==> src/rtl/modbus_rtu_rx_framer_if.sv <==
// Signal bundle between the Modbus RTU receive framer and its UART, CRC16 engine, frame buffer and protocol layer.
// master = framer side, slave = environment side.
interface modbus_rtu_rx_framer_if #(
    parameter int MAX_LEN = 256
);
    logic [7:0]                   rx_data;
    logic                         rx_valid;
    logic                         rx_err;
    logic [7:0]                   crc_data;
    logic                         crc_en;
    logic                         crc_rst;
    logic [15:0]                  crc_in;
    logic [7:0]                   buf_wdata;
    logic [$clog2(MAX_LEN)-1:0]   buf_waddr;
    logic                         buf_we;
    logic                         frame_done;
    logic                         frame_ok;
    logic [$clog2(MAX_LEN+1)-1:0] frame_len;
    logic [4:0]                   err;

    modport master (
        input  rx_data, rx_valid, rx_err, crc_in,
        output crc_data, crc_en, crc_rst,
        output buf_wdata, buf_waddr, buf_we,
        output frame_done, frame_ok, frame_len, err
    );

    modport slave (
        output rx_data, rx_valid, rx_err, crc_in,
        input  crc_data, crc_en, crc_rst,
        input  buf_wdata, buf_waddr, buf_we,
        input  frame_done, frame_ok, frame_len, err
    );
endinterface

==> src/rtl/modbus_rtu_rx_framer.sv <==
// Modbus RTU receive framer: silence-delimited framing, buffer writes, CRC16 feed and per-frame status.
// Optional station-address filter enabled by defining MODBUS_RX_ADDR_FILTER_EN.
//
// state  | meaning
// WAIT35 | after reset, ignore bytes until t3.5 of silence
// IDLE   | line quiet, CRC held in reset, next byte starts a frame
// RECV   | collecting frame bytes
// CHECK  | one cycle: validate CRC/length, report status
// DROP   | frame addressed elsewhere, discard until t3.5 silence (filter build only)
module modbus_rtu_rx_framer #(
    parameter int T15_CYCLES = 750,
    parameter int T35_CYCLES = 1750,
    parameter int MAX_LEN    = 256
) (
    input  logic                  clk,
    input  logic                  rst_n,
    input  logic [7:0]            my_addr,
    modbus_rtu_rx_framer_if.master bus
);
    localparam int AW = $clog2(MAX_LEN);
    localparam int LW = $clog2(MAX_LEN + 1);
    localparam int CW = $clog2(T35_CYCLES + 1);
    localparam logic [CW-1:0] T35     = CW'(T35_CYCLES);
    localparam logic [CW-1:0] T15     = CW'(T15_CYCLES);
    localparam logic [LW-1:0] LEN_MAX = LW'(MAX_LEN);
    localparam logic [LW-1:0] LEN_SAT = LW'(MAX_LEN + 1);

    typedef enum logic [2:0] {S_WAIT35, S_IDLE, S_RECV, S_CHECK, S_DROP} state_t;

    state_t          state_q, state_d;
    logic [CW-1:0]   cnt_q, cnt_d;
    logic [LW-1:0]   count_q, count_d;
    logic [7:0]      d0_q, d0_d, d1_q, d1_d;
    logic [4:0]      err_acc_q, err_acc_d;
    logic [4:0]      err_fin;
    logic            crc_en_q, crc_en_d;
    logic [7:0]      crc_data_q, crc_data_d;
    logic            crc_rst_q, crc_rst_d;
    logic            buf_we_q, buf_we_d;
    logic [AW-1:0]   buf_waddr_q, buf_waddr_d;
    logic [7:0]      buf_wdata_q, buf_wdata_d;
    logic            frame_done_q, frame_done_d;
    logic            frame_ok_q, frame_ok_d;
    logic [LW-1:0]   frame_len_q, frame_len_d;
    logic [4:0]      err_q, err_d;
    logic            accept;

`ifdef MODBUS_RX_ADDR_FILTER_EN
    assign accept = (bus.rx_data == my_addr) || (bus.rx_data == 8'h00);
`else
    logic unused_my_addr;
    assign unused_my_addr = ^my_addr;
    assign accept         = 1'b1;
`endif

    always_comb begin
        state_d      = state_q;
        cnt_d        = bus.rx_valid ? '0 : ((cnt_q == T35) ? cnt_q : cnt_q + CW'(1));
        count_d      = count_q;
        d0_d         = d0_q;
        d1_d         = d1_q;
        err_acc_d    = err_acc_q;
        err_fin      = err_acc_q;
        crc_en_d     = 1'b0;
        crc_data_d   = crc_data_q;
        buf_we_d     = 1'b0;
        buf_waddr_d  = buf_waddr_q;
        buf_wdata_d  = buf_wdata_q;
        frame_done_d = 1'b0;
        frame_ok_d   = frame_ok_q;
        frame_len_d  = frame_len_q;
        err_d        = err_q;

        case (state_q)
            S_WAIT35: begin
                if (cnt_q == T35) state_d = S_IDLE;
            end
            S_IDLE: begin
                if (bus.rx_valid) begin
                    if (accept) begin
                        state_d     = S_RECV;
                        count_d     = LW'(1);
                        d1_d        = d0_q;
                        d0_d        = bus.rx_data;
                        err_acc_d   = {1'b0, bus.rx_err, 3'b000};
                        buf_we_d    = 1'b1;
                        buf_waddr_d = '0;
                        buf_wdata_d = bus.rx_data;
                    end else begin
                        state_d = S_DROP;
                    end
                end
            end
            S_RECV: begin
                if (bus.rx_valid) begin
                    if (cnt_q > T15) err_acc_d[1] = 1'b1;
                    d1_d = d0_q;
                    d0_d = bus.rx_data;
                    // CRC runs two bytes behind so the trailing CRC field never enters it
                    if (count_q >= LW'(2)) begin
                        crc_en_d   = 1'b1;
                        crc_data_d = d1_q;
                    end
                    if (count_q < LEN_MAX) begin
                        buf_we_d    = 1'b1;
                        buf_waddr_d = count_q[AW-1:0];
                        buf_wdata_d = bus.rx_data;
                    end else begin
                        err_acc_d[2] = 1'b1;
                    end
                    if (count_q != LEN_SAT) count_d = count_q + LW'(1);
                end else if (cnt_q == T35) begin
                    state_d = S_CHECK;
                end
                if (bus.rx_err) err_acc_d[3] = 1'b1;
            end
            S_CHECK: begin
                err_fin[4]   = (count_q < LW'(4));
                err_fin[0]   = (count_q >= LW'(4)) && (bus.crc_in != {d0_q, d1_q});
                frame_done_d = 1'b1;
                frame_ok_d   = (err_fin == 5'd0);
                frame_len_d  = count_q;
                err_d        = err_fin;
                state_d      = S_IDLE;
            end
            S_DROP: begin
                if (!bus.rx_valid && cnt_q == T35) state_d = S_IDLE;
            end
            default: state_d = S_WAIT35;
        endcase

        crc_rst_d = !(state_d == S_RECV || state_d == S_CHECK);
    end

    always_ff @(posedge clk or negedge rst_n) begin
        if (!rst_n) begin
            state_q      <= S_WAIT35;
            cnt_q        <= '0;
            count_q      <= '0;
            d0_q         <= '0;
            d1_q         <= '0;
            err_acc_q    <= '0;
            crc_en_q     <= 1'b0;
            crc_data_q   <= '0;
            crc_rst_q    <= 1'b1;
            buf_we_q     <= 1'b0;
            buf_waddr_q  <= '0;
            buf_wdata_q  <= '0;
            frame_done_q <= 1'b0;
            frame_ok_q   <= 1'b0;
            frame_len_q  <= '0;
            err_q        <= '0;
        end else begin
            state_q      <= state_d;
            cnt_q        <= cnt_d;
            count_q      <= count_d;
            d0_q         <= d0_d;
            d1_q         <= d1_d;
            err_acc_q    <= err_acc_d;
            crc_en_q     <= crc_en_d;
            crc_data_q   <= crc_data_d;
            crc_rst_q    <= crc_rst_d;
            buf_we_q     <= buf_we_d;
            buf_waddr_q  <= buf_waddr_d;
            buf_wdata_q  <= buf_wdata_d;
            frame_done_q <= frame_done_d;
            frame_ok_q   <= frame_ok_d;
            frame_len_q  <= frame_len_d;
            err_q        <= err_d;
        end
    end

    assign bus.crc_en     = crc_en_q;
    assign bus.crc_data   = crc_data_q;
    assign bus.crc_rst    = crc_rst_q;
    assign bus.buf_we     = buf_we_q;
    assign bus.buf_waddr  = buf_waddr_q;
    assign bus.buf_wdata  = buf_wdata_q;
    assign bus.frame_done = frame_done_q;
    assign bus.frame_ok   = frame_ok_q;
    assign bus.frame_len  = frame_len_q;
    assign bus.err        = err_q;
endmodule
==> src/flat_wrapper.sv <==
// flat-port wrapper written by rule: the top's interface ports become plain ports
module modbus_rtu_rx_framer_flat 
#(
    parameter int T15_CYCLES = 750,
    parameter int T35_CYCLES = 1750,
    parameter int MAX_LEN    = 256
)
  (clk, rst_n, my_addr, bus_rx_data, bus_rx_valid, bus_rx_err, bus_crc_in, bus_crc_data, bus_crc_en, bus_crc_rst, bus_buf_wdata, bus_buf_waddr, bus_buf_we, bus_frame_done, bus_frame_ok, bus_frame_len, bus_err);
  modbus_rtu_rx_framer_if #(.MAX_LEN(MAX_LEN)) bus_i ();
  input  logic clk;
  input  logic rst_n;
  input  logic [7:0] my_addr;
  input wire logic [$bits(bus_i.rx_data)-1:0] bus_rx_data;
  input wire logic [$bits(bus_i.rx_valid)-1:0] bus_rx_valid;
  input wire logic [$bits(bus_i.rx_err)-1:0] bus_rx_err;
  input wire logic [$bits(bus_i.crc_in)-1:0] bus_crc_in;
  output wire logic [$bits(bus_i.crc_data)-1:0] bus_crc_data;
  output wire logic [$bits(bus_i.crc_en)-1:0] bus_crc_en;
  output wire logic [$bits(bus_i.crc_rst)-1:0] bus_crc_rst;
  output wire logic [$bits(bus_i.buf_wdata)-1:0] bus_buf_wdata;
  output wire logic [$bits(bus_i.buf_waddr)-1:0] bus_buf_waddr;
  output wire logic [$bits(bus_i.buf_we)-1:0] bus_buf_we;
  output wire logic [$bits(bus_i.frame_done)-1:0] bus_frame_done;
  output wire logic [$bits(bus_i.frame_ok)-1:0] bus_frame_ok;
  output wire logic [$bits(bus_i.frame_len)-1:0] bus_frame_len;
  output wire logic [$bits(bus_i.err)-1:0] bus_err;
  assign bus_i.rx_data = bus_rx_data;
  assign bus_i.rx_valid = bus_rx_valid;
  assign bus_i.rx_err = bus_rx_err;
  assign bus_i.crc_in = bus_crc_in;
  assign bus_crc_data = bus_i.crc_data;
  assign bus_crc_en = bus_i.crc_en;
  assign bus_crc_rst = bus_i.crc_rst;
  assign bus_buf_wdata = bus_i.buf_wdata;
  assign bus_buf_waddr = bus_i.buf_waddr;
  assign bus_buf_we = bus_i.buf_we;
  assign bus_frame_done = bus_i.frame_done;
  assign bus_frame_ok = bus_i.frame_ok;
  assign bus_frame_len = bus_i.frame_len;
  assign bus_err = bus_i.err;
  modbus_rtu_rx_framer #(.T15_CYCLES(T15_CYCLES), .T35_CYCLES(T35_CYCLES), .MAX_LEN(MAX_LEN)) u_core (.clk(clk), .rst_n(rst_n), .my_addr(my_addr), .bus(bus_i));
endmodule
==> config.mk <==
export PLATFORM = sky130hd
export DESIGN_NAME = modbus_rtu_rx_framer_flat
export DESIGN_NICKNAME = d
export VERILOG_FILES = /design/src/rtl/modbus_rtu_rx_framer_if.sv /design/src/rtl/modbus_rtu_rx_framer.sv /design/src/flat_wrapper.sv
export SDC_FILE = /design/constraint.sdc
export NUM_CORES = 1
export LEC_CHECK = 0
export ABC_CLOCK_PERIOD_IN_PS = 2700
export CAP_MARGIN = 40
export CORE_MARGIN = 5
export CORE_UTILIZATION = 35
export CTS_CLUSTER_SIZE = 20
export DETAILED_ROUTE_END_ITERATION = 12
export GPL_TIMING_DRIVEN = 0
export SYNTH_ARGS = -nofsm -noshare
export SYNTH_HDL_FRONTEND = slang
export SYNTH_SLANG_ARGS = --single-unit
==> constraint.sdc <==
create_clock -name clk -period 2.7 [get_ports clk]
set_input_delay 0.405 -clock clk [delete_from_list [all_inputs] [get_ports clk]]
set_output_delay 0.405 -clock clk [all_outputs]
set_load 0.02 [all_outputs]
==> results of run 1 <==
==> through the flow <==
| stage | cell area [um2] | std cells |
|---|---|---|
| 4_1_cts | 5000 | 575 |
| 3_5_place_dp | 4760 | 559 |
| 3_3_place_gp | 4740 | 558 |
| 2_1_floorplan | 3860 | 348 |
| 5_1_grt | 5000 | 575 |
| 6_report | 5000 | 575 |
==> Yosys cell counts, types with 2 or more instances <==
| cell type | n | area share, % |
|---|---|---|
| nand3b_1 | 2 | 0.39 |
| nand2b_1 | 6 | 0.97 |
| xor2_1 | 4 | 0.91 |
| nand2_1 | 68 | 6.6 |
| inv_1 | 7 | 0.68 |
| a21oi_1 | 3 | 0.39 |
| xnor2_1 | 24 | 5.4 |
| nand4bb_1 | 2 | 0.58 |
| nor4_1 | 5 | 0.81 |
| nor3_1 | 5 | 0.65 |
| nand4_1 | 10 | 1.6 |
| or4_1 | 2 | 0.39 |
| ha_1 | 4 | 1.3 |
| mux2_1 | 8 | 2.3 |
| mux2_4 | 8 | 3.1 |
| nand3_1 | 7 | 0.91 |
| nor2_1 | 15 | 1.5 |
| or3_1 | 2 | 0.32 |
| clkbuf_1 | 10 | 0.97 |
| buf_2 | 4 | 0.52 |
| mux2_2 | 16 | 4.7 |
| dfrtp_1 | 84 | 54 |
| a31oi_1 | 4 | 0.65 |
| mux2i_1 | 2 | 0.52 |
| or2_1 | 2 | 0.32 |
| and4_1 | 3 | 0.68 |
| o21ai_0 | 19 | 2.5 |
==> kinds of logic (layout without fill, tap and decap cells) <==
| logic type | count (synthesis) | count (layout) |
|---|---|---|
| XOR/XNOR | 28 | 28 |
| adder cells (fa/ha/maj) | 4 | 4 |
| multiplexers | 34 | 34 |
| AO/OA/AOI/OAI | 37 | 37 |
| buffers and inverters | 22 | 109 |
| flip-flops | 85 | 85 |
| AND/OR/NAND/NOR | 138 | 138 |
==> routing by layer <==
layer  GRT usage (%)  vias to the layer above
li1                -                     1379
met1            17.8                     1368
met2            21.9                       53
met3            2.63                       13
met4            5.09                        0
met5               0                        -
==> power breakdown <==
part / leakage [nW] / internal (mW) / switching, mW / total, mW
Sequential: 1.09 / 1.55 / 0.228 / 1.78
Combinational: 0.949 / 0.592 / 0.486 / 1.08
Clock: 0.123 / 0.611 / 0.446 / 1.06
Total: 2.17 / 2.76 / 1.16 / 3.92
==> final timing paths <==
path,end,slack [ps],start,depth (start not counted)
worst max-delay path,u_core.count_q[6]$_DFFE_PN0P_,660,u_core.count_q[1]$_DFFE_PN0P_,7
worst min-delay path,u_core.bus.crc_en$_DFF_PN0_,10,rst_n,1
worst max register to register,u_core.count_q[6]$_DFFE_PN0P_,660,u_core.count_q[1]$_DFFE_PN0P_,7
worst min register to register,u_core.bus.frame_len[8]$_DFFE_PN0P_,480,u_core.bus.frame_len[8]$_DFFE_PN0P_,2
max in group asynchronous,u_core.bus.crc_rst$_DFF_PN1_,2020,rst_n,2
min in group clk,u_core.bus.frame_len[8]$_DFFE_PN0P_,480,u_core.bus.frame_len[8]$_DFFE_PN0P_,2
==> sequential cells by signal, indices dropped and copies added (netlist names) <==
signal,count
u_core.bus.frame_len,9
u_core.bus.crc_en,1
u_core.d1_q,8
u_core.cnt_q,11
u_core.state_q,3
u_core.bus.crc_rst,1
u_core.bus.buf_waddr,8
u_core.bus.buf_we,1
u_core.bus.frame_ok,1
u_core.err_acc_q,3
u_core.bus.buf_wdata,8
u_core.bus.crc_data,8
u_core.d0_q,8
u_core.bus.frame_done,1
u_core.count_q,9
u_core.bus.err,5
==> critical path: stages (launching register included) <==
cell	delay [ps]
dfrtp_1	380
clkbuf_1	230
inv_1	150
ha_1	140
nor4bb_1	330
nand4_1	310
nand4_1	220
mux2i_1	200
==> layout make-up <==
type | instances | area share, %
flip-flops and latches | 85 | 42.6
well taps | 140 | 3.50
repair buffers | 71 | 14.5
inverters | 7 | 0.525
clock buffers | 9 | 2.48
clock inverters | 7 | 2.28
multi-input cells | 241 | 32.8
plain buffers | 15 | 1.30
==> metrics.yaml, run 1 <==
logic_synthesis:
  synth_top_family_by_area: "simple AND/OR/NAND/NOR gates"
  ys_seq_area_share_pct: 55.1
  synth_xor_xnor_area_share_pct: 6.35
  synth_fp_nets: 388
  syn_area_per_cell_um2: 11.1
  ys_ff_latch: 85
  synth-compound-area-share_pct: 6.06
  synth_cell_type_count: 49
  synth_simple_gate_area_share_pct: 18.2
  yosysWarnings: 0
  synthFlopType: "dfrtp_1"
  ys_async_sr_fraction_pct: 100
  syn_area_um2: 3860
  syn_inst: 348
  synth_edf_count: 0
  synthMuxAreaShare_pct: 10.6
  synth_fa_ha_area_share_pct: 1.30
sta:
  max_slew_margin_pct: 55.7
  drv_slew: 0
  fin_skew_ps: 12.7
  setup_tns_ps: 0
  finalCriticalPeriod_ps: 2040
  setup_viol: 0
  tightest_slew_ps: 659
  fin_ws_ps: 663
  final_hold_viol_count: 0
  holdWs_ps: 10.2
  period_share_pct: 75.4
  rsz0062_at_grt: "false"
  fmax_ghz: 0.491
routing:
  first_pass_iters: 4
  wl_per_cell_um: 14.8
  drt_wl_total_mm: 8.50
  postRouteAntennaNets: 0
  via_per_inst: 4.89
  maxUsedRoutingLayer: "met4"
  drtIter0Drc: 115
  met3_wirelength_um: 350
  drt-met1-wl_mm: 3.94
  drcViolationCount: 0
  detailroute.wirelength.met2_mm: 4.07
  num_vias: 2813
floorplan:
  core_area_um2: 10800
  die_area_um2: 13200
  initial_core_util_pct: 35.6
  io_pins: 79
  row_count: 38
  die_y_um: 115
  die_w_um: 115
power:
  total_power_mw: 3.92
  p_per_area_nw_per_um2: 783
  ir_worst_vdd_uv: 531
  power_leakage_nw: 2.17
finish:
  layout_common_cells: "84 x dfrtp_1, 69 x clkdlybuf4s50_1, 68 x nand2_1"
  drive_gt1_share_pct: 12.6
  multi_input_area_um2: 1640
  antenna_cells: 0
  fin_nets: 470
  final_common_cell: "dfrtp_1"
  utilization_pct: 46.1
  syn_to_final_growth_pct: 29.5
  seq_area_um2: 2130
  n_fill_cell: 1029
cts:
  h-tree-depth: 3
  cts_buffer_depth: 2
  cts_setup_buffers: 0
  clkLatencyLatePin_ps: 350
  clkTransAtPathRegs_ps: 90
  tritoncts: "done"
  numClockSinks: 85
  cts_hold_buf: 0
  cts_inserted_buffers: 9
  root_buffer: "clkbuf_8"
  ctsResizeCount: 0
run_status:
  status: "finished, final reports clean"
grt:
  grt_pass1_vias: 2795
  antenna_found_initial: 0
  overflow: 0
  grt_usage_pct: 13.5
  grt_max_degree: 50
  grt_pass1_wl_mm: 14.2
placement:
  pre_cts_slack_ps: 329
  portBuffers: 70
  hpwl_mm: 6.22
  routabilityCongestion: 0.802
worst_setup_path:
  cp_max_fo: 7
  crit_arrival_ps: 2310
  criticalPathCategory: "register to register"
  worstPathRequired_ps: 2970
  crit_path_end_kind: "register"
  setup.worst_path.start_class: "register"
worst_hold_path:
  hp-class: "input port to asynchronous set/reset pin"
job:
  drv_cap: 0
Power figures use the tool's default switching activity.
==> inputs of run 2 (changes only) <==
--- a/config.mk
+++ b/config.mk
@@ -5,7 +5,7 @@
 export SDC_FILE = /design/constraint.sdc
 export NUM_CORES = 1
 export LEC_CHECK = 0
-export ABC_CLOCK_PERIOD_IN_PS = 2700
+export ABC_CLOCK_PERIOD_IN_PS = 2100
 export CAP_MARGIN = 40
 export CORE_MARGIN = 5
 export CORE_UTILIZATION = 35
==> constraint.sdc (replaced) <==
create_clock -name clk -period 2.1 [get_ports clk]
set_input_delay 0.315 -clock clk [delete_from_list [all_inputs] [get_ports clk]]
set_output_delay 0.315 -clock clk [all_outputs]
set_load 0.02 [all_outputs]
==> metrics.yaml, run 2 (synthesis gave the netlist of run 1 again) <==
worst_setup_path:
  max_stage_delay_ps: 460  # was 380 ps
  timing.reg2reg.setup_slack_ps: 150  # was 660 ps
  worstPathRequired_ps: 2340  # was 2970 ps
  ff2ff_path_depth: 4  # was 7
  criticalPathCategory: "register to register"  # unchanged
  crit_start: "u_core.count_q[7]$_DFFE_PN0P_"  # was u_core.count_q[1]$_DFFE_PN0P_
  path_cells: "nor4_2 -> nand3b_2 -> o21ai_4 -> mux2_4"  # was clkbuf_1 -> inv_1 -> ha_1 -> nor4bb_1 -> nand4_1 -> nand4_1 -> mux2i_1
  crit_path_end_kind: "register"  # unchanged
  setup.worst_path.start_class: "register"  # unchanged
  crit_arrival_ps: 2190  # was 2310 ps
  crit_slowest_cell: "dfrtp_1"  # unchanged
  cp-endpoint: "u_core.bus.crc_data[5]$_DFFE_PN0P_"  # was u_core.count_q[6]$_DFFE_PN0P_
  r2r_end: "u_core.bus.crc_data[5]$_DFFE_PN0P_"  # was u_core.count_q[6]$_DFFE_PN0P_
  cp_max_fo: 9  # was 7
  rr_startpoint: "u_core.count_q[7]$_DFFE_PN0P_"  # was u_core.count_q[1]$_DFFE_PN0P_
sta:
  rsz0062_at_grt: "false"  # unchanged
  final_hold_viol_count: 0  # unchanged
  max_slew_margin_pct: 55.8  # was 55.7%
  period_share_pct: 92.8  # was 75.4%
  fin_skew_ps: 12.8  # was 12.7 ps
  tightest_slew_ps: 658  # was 659 ps
  drv_slew: 0  # unchanged
  setup_viol: 0  # unchanged
  fmax_ghz: 0.513  # was 0.491 GHz
  finalCriticalPeriod_ps: 1950  # was 2040 ps
grt:
  grt_pass1_wl_mm: 14.2  # unchanged
  antenna_found_initial: 0  # unchanged
  grt_usage_pct: 13.5  # unchanged
  grt_max_degree: 50  # unchanged
  overflow: 0  # unchanged
  grt_pass1_vias: 2795  # unchanged
placement:
  hpwl_mm: 6.22  # unchanged
  place_inst: 559  # unchanged
  routabilityCongestion: 0.802  # unchanged
  portBuffers: 70  # unchanged
finish:
  utilization_pct: 46.6  # was 46.1%
  antenna_cells: 0  # unchanged
  syn_to_final_growth_pct: 30.8  # was 29.5%
  layout_common_cells: "84 x dfrtp_1, 69 x clkdlybuf4s50_1, 68 x nand2_1"  # unchanged
  largest_reg_flops: 11  # unchanged
  final_cells: 578  # was 575
  drive_gt1_share_pct: 13.7  # was 12.6%
  fin_nets: 473  # was 470
  final_common_cell: "dfrtp_1"  # unchanged
  top_register: "u_core.cnt_q"  # unchanged
floorplan:
  die_area_um2: 13200  # unchanged
  core_area_um2: 10800  # unchanged
  initial_core_util_pct: 35.6  # unchanged
  die_w_um: 115  # unchanged
  row_count: 38  # unchanged
  io_pins: 79  # unchanged
  die_y_um: 115  # unchanged
cts:
  clkTransAtPathRegs_ps: 90  # about the same
  cts_buffer_depth: 2  # unchanged
  cts_inserted_buffers: 9  # unchanged
  h-tree-depth: 3  # unchanged
  root_buffer: "clkbuf_8"  # unchanged
  numClockSinks: 85  # unchanged
  clkLatencyLatePin_ps: 350  # about the same
  tritoncts: "done"  # unchanged
routing:
  via_per_inst: 4.91  # was 4.89
  drcViolationCount: 0  # unchanged
  drt_wl_total_mm: 8.55  # was 8.50 mm
  first_pass_iters: 4  # unchanged
  num_vias: 2838  # was 2813
  drtIter0Drc: 98  # was 115
  wl_per_cell_um: 14.8  # about the same
  postRouteAntennaNets: 0  # unchanged
power:
  power_leakage_nw: 2.18  # was 2.17 nW
  ir_worst_vdd_uv: 683  # was 531 uV
  p_per_area_nw_per_um2: 996  # was 783 nW/um2
job:
  drv_cap: 0  # unchanged
run_status:
  status: "finished, final reports clean"  # unchanged
worst_hold_path:
  hp-class: "input port to asynchronous set/reset pin"  # unchanged
run 2: per-stage QoR:
step | hold slack [ps] | cell area, um2 | setup slack, ps | TNS [ps] | power, mW
2_1_floorplan | 19.4 | 3860 | 335 | 0 | 3.08
3_3_place_gp | 459 | 4740 | -2420 | -206340 | 3.69
3_5_place_dp | 320 | 4760 | -181 | -2320 | 3.72
4_1_cts | 487 | 5010 | 95.4 | 0 | 5.10
5_1_grt | 511 | 5050 | 26.3 | 0 | 5.31
6_report | 473 | 5050 | 151 | 0 | 5.03
run 2: layout make-up:
cell class,count,area (um2)
plain buffers,14,61.3
inverters,7,26.3
clock buffers,9,124
fillers,1027,5790
multi-input cells,241,1670
well taps,140,175
flip-flops and latches,85,2130
clock inverters,7,114
repair buffers,75,758
run 2: layer usage:
layer	track usage [%]	share of wire (%)	vias up	wire (um)
li1	-	-	1384	-
met1	17.8	46	1384	3970
met2	21.9	48	56	4080
met3	2.63	4.3	14	370
met4	5.09	1.6	0	135
met5	0	0	-	0
run 2: worst min path at each step:
| stage | endpoint |
|---|---|
| after floorplan | u_core.bus.buf_waddr[0]$_DFFE_PN0P_ |
| after global placement | u_core.bus.frame_len[3]$_DFFE_PN0P_ |
| after detailed placement | u_core.bus.crc_en$_DFF_PN0_ |
| after CTS | u_core.bus.crc_data[7]$_DFFE_PN0P_ |
| after global routing | u_core.bus.crc_en$_DFF_PN0_ |
| final | u_core.bus.crc_en$_DFF_PN0_ |
run 2: report_power, final:
part           internal, mW  switching [mW]  leakage (nW)  total [mW]
Combinational         0.762           0.600         0.969        1.36
Clock                 0.786           0.571         0.123        1.36
Sequential             2.00           0.316          1.09        2.31
run 2: critical path: cells and delay by family, from the launching register on:
kind / cells / cell delay [ps]
flip-flops: 1 / 460
multiplexers: 1 / 340
AND/OR/NAND/NOR: 2 / 610
AO/OA/AOI/OAI: 1 / 430
run 2: repair_timing:
| item | 4_1_cts | 5_1_grt |
|---|---|---|
| gates resized for setup | 0 | 4 |
| endpoints found under the setup margin | 0 | 21 |
| hold endpoints to repair | 36 | 0 |
| buffers inserted | 0 | 3 |
| hold buffers | 1 | 0 |
